File: config.mk
export PLATFORM = sky130hd
export DESIGN_NAME = nib2byte_merge
export DESIGN_NICKNAME = d
export VERILOG_FILES = /design/src/rtl/nib2byte_merge_pkg.sv /design/src/rtl/nib2byte_merge_lane.sv /design/src/rtl/nib2byte_merge.sv
export SDC_FILE = /design/constraint.sdc
export NUM_CORES = 1
export LEC_CHECK = 0
export ABC_AREA = 1
export BUFFER_PORTS_ARGS = -buffer_cell sky130_fd_sc_hd__buf_2
export CAP_MARGIN = 40
export CORE_UTILIZATION = 30
export CTS_CLUSTER_SIZE = 24
export DETAILED_ROUTE_END_ITERATION = 10
export PLACE_DENSITY = 0.46
export SLEW_MARGIN = 20
export SYNTH_ARGS = -nofsm -noshare
export SYNTH_HDL_FRONTEND = slang
export SYNTH_HIERARCHICAL = 1
export SYNTH_SLANG_ARGS = --single-unit
File: constraint.sdc
create_clock -name clk -period 4.55 [get_ports clk]
set_input_delay 0.455 -clock clk [delete_from_list [all_inputs] [get_ports clk]]
set_output_delay 0.455 -clock clk [all_outputs]
set_load 0.005 [all_outputs]
File: src/rtl/nib2byte_merge_pkg.sv
// Shared constants and FSM encoding for the nibble-plane to byte reassembly path.
// Also used by the saturating adder side so both agree on lane geometry and the saturation code.
package nib2byte_merge_pkg;

    localparam int LANES  = 32;
    localparam int NIB_W  = 4;
    localparam int BYTE_W = 8;
    localparam int DATA_W = 128;
    localparam int CNT_W  = 6;

    localparam logic [BYTE_W-1:0] SAT_CODE = 8'hFF;

    typedef enum logic [1:0] {
        S_LO,
        S_HI,
        S_OUT0,
        S_OUT1
    } state_t;

endpackage

File: src/rtl/nib2byte_merge_lane.sv
// One lane of the merge: concatenates a high and a low nibble into a byte.
// It also flags whether that byte equals the saturation code.
module nib_merge_lane
    import nib2byte_merge_pkg::*;
#(
    parameter logic [7:0] SAT_CODE = nib2byte_merge_pkg::SAT_CODE
) (
    input  logic [NIB_W-1:0]  hi,
    input  logic [NIB_W-1:0]  lo,
    output logic [BYTE_W-1:0] merged,
    output logic              sat
);

    assign merged = {hi, lo};
    assign sat    = ({hi, lo} == SAT_CODE);

endmodule

File: src/rtl/nib2byte_merge.sv
// Reassembles two 128-bit nibble planes into 32 int8 lanes and streams them out as two 128-bit beats.
// Each output vector carries a count of lanes that hold the saturation code.
module nib2byte_merge
    import nib2byte_merge_pkg::*;
#(
    parameter int         LANES    = nib2byte_merge_pkg::LANES,
    parameter logic [7:0] SAT_CODE = nib2byte_merge_pkg::SAT_CODE
) (
    input  logic              clk,
    input  logic              rst_n,
    input  logic              clr,
    input  logic              in_valid,
    output logic              in_ready,
    input  logic [DATA_W-1:0] in_data,
    output logic              out_valid,
    input  logic              out_ready,
    output logic [DATA_W-1:0] out_data,
    output logic              out_last,
    output logic [CNT_W-1:0]  out_sat_cnt,
    output logic              err_seq
);

    state_t state;
    state_t state_nxt;

    logic [DATA_W-1:0]        lo_reg;
    logic [LANES*BYTE_W-1:0]  res_reg;
    logic [CNT_W-1:0]         sat_reg;

    logic                     lo_take;
    logic                     hi_take;
    logic [LANES*BYTE_W-1:0]  merged;
    logic [LANES-1:0]         sat_flag;

    logic [CNT_W-1:0]         sum_l1 [LANES/2];
    logic [CNT_W-1:0]         sum_l2 [LANES/4];
    logic [CNT_W-1:0]         sum_l3 [LANES/8];
    logic [CNT_W-1:0]         sum_l4 [LANES/16];
    logic [CNT_W-1:0]         sat_sum;

    // The high plane arrives live on in_data while the low plane waits in lo_reg.
    for (genvar i = 0; i < LANES; i++) begin : g_lane
        nib_merge_lane #(
            .SAT_CODE (SAT_CODE)
        ) u_lane (
            .hi     (in_data[NIB_W*i +: NIB_W]),
            .lo     (lo_reg[NIB_W*i +: NIB_W]),
            .merged (merged[BYTE_W*i +: BYTE_W]),
            .sat    (sat_flag[i])
        );
    end

    always_comb begin
        for (int i = 0; i < LANES/2; i++) begin
            sum_l1[i] = CNT_W'(sat_flag[2*i]) + CNT_W'(sat_flag[2*i+1]);
        end
        for (int i = 0; i < LANES/4; i++) begin
            sum_l2[i] = sum_l1[2*i] + sum_l1[2*i+1];
        end
        for (int i = 0; i < LANES/8; i++) begin
            sum_l3[i] = sum_l2[2*i] + sum_l2[2*i+1];
        end
        for (int i = 0; i < LANES/16; i++) begin
            sum_l4[i] = sum_l3[2*i] + sum_l3[2*i+1];
        end
        sat_sum = sum_l4[0] + sum_l4[1];
    end

    // clr overrides every handshake, so no beat is taken and no output transfer happens in that cycle.
    always_comb begin
        state_nxt = state;
        lo_take   = 1'b0;
        hi_take   = 1'b0;
        if (clr) begin
            state_nxt = S_LO;
        end else begin
            case (state)
                S_LO: begin
                    if (in_valid) begin
                        lo_take   = 1'b1;
                        state_nxt = S_HI;
                    end
                end
                S_HI: begin
                    if (in_valid) begin
                        hi_take   = 1'b1;
                        state_nxt = S_OUT0;
                    end
                end
                S_OUT0: begin
                    if (out_ready) begin
                        state_nxt = S_OUT1;
                    end
                end
                S_OUT1: begin
                    if (out_ready) begin
                        state_nxt = S_LO;
                    end
                end
                default: begin
                    state_nxt = S_LO;
                end
            endcase
        end
    end

    always_ff @(posedge clk) begin
        if (!rst_n) begin
            state   <= S_LO;
            lo_reg  <= '0;
            res_reg <= '0;
            sat_reg <= '0;
            err_seq <= 1'b0;
        end else begin
            state <= state_nxt;
            if (lo_take) begin
                lo_reg <= in_data;
            end
            if (hi_take) begin
                res_reg <= merged;
                sat_reg <= sat_sum;
            end
            if (clr && (state != S_LO)) begin
                err_seq <= 1'b1;
            end
        end
    end

    // Outputs decode only from state and registers, so they hold steady under backpressure.
    assign in_ready    = (state == S_LO) || (state == S_HI);
    assign out_valid   = (state == S_OUT0) || (state == S_OUT1);
    assign out_last    = (state == S_OUT1);
    assign out_data    = (state == S_OUT1) ? res_reg[2*DATA_W-1:DATA_W] : res_reg[DATA_W-1:0];
    assign out_sat_cnt = sat_reg;

endmodule

==> impl_metrics.csv <==
group,metric,value,unit
outcome,status,"finished with violations",
outcome,violations,"setup timing",
routing,totalWireLength,52290,um
routing,post_drt_wl_per_cell,14.39,um
placed_design,portBuffers,270,
clock_network,clk_path_buf_depth,3,
clock_network,clkLatencyLatePin,0.58,ns
placed_design,place.gp.congestion,0.7541,
final_layout,largest_reg_flops,256,
synthesis,yosys.area.top_type,"dfxtp_1",
synthesis,syn_inst,2714,
power,power,8.070,mW
global_route,track_usage,0.1577,
routing,drc,0,
timing,finalSetupViolCount,5,
synthesis,synth-compound-area-share,0.1698,
die,fp.dieArea,0.06502,mm2
clock_network,postCtsHoldBufs,0,
clock_network,htreeDepth,2,
critical_path,slowest_delay,0.64,ns
synthesis,synth_top_area_share,0.4097,
global_route,grt_max_degree,200,
synthesis,synth-xor-area-share,0,
critical_path,cp-end-kind,"register",
synthesis,synth-simple-area-share,0.1791,
critical_path,worstSetupPathType,"reg -> reg",
routing,drt-initial-drc-count,855,
global_route,overflow,0,
synthesis,syn_area,0.01920,mm2
final_layout,nets,2920,
final_layout,drive_above_1_share,0.1798,
global_route,first_global_vias,15060,
placed_design,post-dp-hpwl,33760,um
synthesis,synth_cell_type_count,22,
timing,final_hold_viol_count,0,
final_layout,nFillCells,6817,
die,fp.dieW,255.0,um
routing,routed_via_density,4.374,
die,num_rows,92,
critical_path,required,5.06,ns
synthesis,yosys.area_share.adder,0.03219,
timing,fin_crit,4.827,ns
synthesis,yosysSeqAreaShare,0.4097,
job,cap_violations,0,
synthesis,synth_warnings,6,
clock_network,cts.clk_slew.worst_paths,0.06,ns
global_route,antenna_found_initial,2,
die,core,0.06320,mm2
routing,drtAntennaViolNets,0,
timing,slew_viol_final,0,
clock_network,cts-root-buf,"clkbuf_16",
timing,slew_headroom,0.4681,
synthesis,synth_area_leaders,"dfxtp_1 (41%), o21ai_0 (13%), nor2_1 (11%)",
synthesis,synth-seq-cells,393,
die,die_y,255.0,um
critical_path,path_max_fanout,3,
routing,drt_pass1_iterations,6,
timing,grt_setup_unrepaired,"yes",
timing,finClkSkew,0.01777,ns
power,p_leak,10.29,nW
synthesis,syn-num-nets,2882,
die,start_util,0.3038,
synthesis,muxShareOfSynthArea,0,
timing,timing.final.ws_setup,-0.2770,ns
timing,worst_pin_slew,0.7978,ns
clock_network,cts_tree,"built",
synthesis,synth_top_family_by_area,"buffers and inverters",
critical_path,startpoint_type,"register",
global_route,grt_pass1_wl,81560,um
final_layout,finalNonFillerCells,3633,
die,ioPinCount,271,
final_layout,syn_to_final_growth,11.92,%
worst_hold_path,hold_class,"in -> reg",
synthesis,avgSynthCellArea,7.075,um2
timing,post-route-period-util,1.061,
critical_path,cpMostUsedCell,"fa_1",
placed_design,placed_cells,3545,
clock_network,cts_sinks,393,
critical_path,crit_arrival,5.34,ns
critical_path,crit_slowest_cell,"fa_2",
critical_path,crit_path_cell_trace,"nand2_1 -> inv_1 -> nand2_1 -> nor2_1 -> buf_4 -> inv_2 -> fa_2 -> fa_1 -> fa_1 -> fa_1 -> fa_1 -> fa_1 -> inv_1 -> ha_2 -> inv_2 -> fa_2 -> buf_6 -> nand2_4 -> nand3_2 -> a21oi_2",
power,ir_worst_vdd,0.0002571,V
timing,fmax,207.2,MHz
routing,vias,15890,
power,power_density,375.5,mW/mm2
clock_network,cts_made_buffers,47,
-- report_power, final --
group | total, mW | internal (mW) | leakage (nW) | switching, mW
logic | 0.686 | 0.275 | 6.36 | 0.411
registers | 3.69 | 3.61 | 3.20 | 0.0813
clock network | 3.70 | 2.19 | 0.729 | 1.50
total | 8.07 | 6.08 | 10.3 | 1.99
-- final cells by class --
cell class	count	area (um2)	area share
inverter	316	1201	0.05589
multi-input combinational	1593	7381	0.3434
timing repair buffer	401	2482	0.1155
antenna	1	2.502	0.0001164
clock inverter	11	110.1	0.005123
sequential	393	7873	0.3663
tap	846	1059	0.04926
clock buffer	72	1383	0.06433
-- Yosys cell counts --
| library cell | n |
|---|---|
| dfxtp_1 | 393 |
| buf_2 | 54 |
| inv_4 | 1 |
| o21ai_0 | 480 |
| nand3b_1 | 1 |
| nor3_4 | 1 |
| nand3_1 | 3 |
| o21bai_1 | 1 |
| nor2_4 | 1 |
| ha_1 | 11 |
| clkbuf_1 | 64 |
| nand2_1 | 340 |
| buf_6 | 29 |
| clkbuf_4 | 3 |
| inv_2 | 2 |
| fa_1 | 24 |
| buf_4 | 262 |
| or2_2 | 3 |
| nor2_1 | 558 |
| inv_1 | 313 |
| a21oi_1 | 134 |
| o21ai_1 | 36 |
-- final timing paths --
check	startpoint	end	slack (ns)	cells after the start
setup reg to reg	lo_reg[38]	out_sat_cnt[2]	-0.28	20
hold / removal	in_data[52]	lo_reg[52]	0.14	3
hold reg to reg	res_reg[102]	res_reg[102]	0.44	2
setup / recovery	lo_reg[38]	out_sat_cnt[2]	-0.28	20
-- per-stage QoR --
| step | worst slack (ns) | TNS (ns) | area (um2) | hold WS [ns] | utilization |
|---|---|---|---|---|---|
| after floorplan | -0.02030 | -0.02030 | 19200 | 0.4239 | - |
| after global placement | -0.6047 | -2.734 | 19830 | 0.4333 | 0.3139 |
| after detailed placement | -0.6483 | -3.156 | 19890 | 0.4388 | 0.3147 |
| after CTS | -0.2887 | -1.059 | 21400 | 0.09837 | 0.3387 |
| after global routing | -0.4549 | -1.991 | 21490 | 0.1158 | 0.3401 |
| final | -0.2770 | -1.023 | 21490 | 0.1443 | 0.3401 |
-- metal layers --
| layer | global-route usage | up-vias | part of all wire |
|---|---|---|---|
| li1 | - | 8239 | - |
| met2 | 0.2575 | 284 | 0.46 |
| met5 | 0 | - | 0.00021 |
| met3 | 0.03387 | 68 | 0.047 |
| met1 | 0.2092 | 7297 | 0.47 |
| met4 | 0.04192 | 2 | 0.021 |
-- cell usage in the layout (no fill, tap or decap), drive strengths merged --
| cell type | instances |
|---|---|
| clkinvlp | 2 |
| diode | 1 |
| clkinv | 8 |
| nand3b | 1 |
| a21oi | 134 |
| ha | 11 |
| o21ai | 516 |
| buf | 400 |
| fa | 24 |
| or2 | 3 |
| clkbuf | 73 |
| nor3 | 1 |
| bufinv | 2 |
| nand3 | 3 |
| o21bai | 1 |
| dfxtp | 393 |
| nor2 | 559 |
| nand2 | 340 |
| inv | 315 |
-- cells by family (layout without fill, tap and decap cells) --
family / count (synthesis) / count (layout)
AOI/OAI and AO/OA: 651 / 651
and+or+nand+nor: 907 / 907
other: 0 / 1
buffers and inverters: 728 / 800
adders and majority gates: 35 / 35
DFF: 393 / 393
-- timing repair --
action                                  in CTS  in global routing
gates cloned                                 0                  0
setup buffers                                0                  3
pin swaps                                    9                  1
endpoints found under the setup margin       6                  6
gates resized for setup                     11                 15
-- critical path, delay by kind of cell (launching register included) --
kind | cells | cell delay, ns
adder cells (fa/ha/maj) | 8 | 3.48
buffers and inverters | 6 | 0.46
AO/OA/AOI/OAI | 1 | 0.17
flip-flops | 1 | 0.33
AND/OR/NAND/NOR | 5 | 0.33
Note: power is estimated with default switching activity, not from simulation.
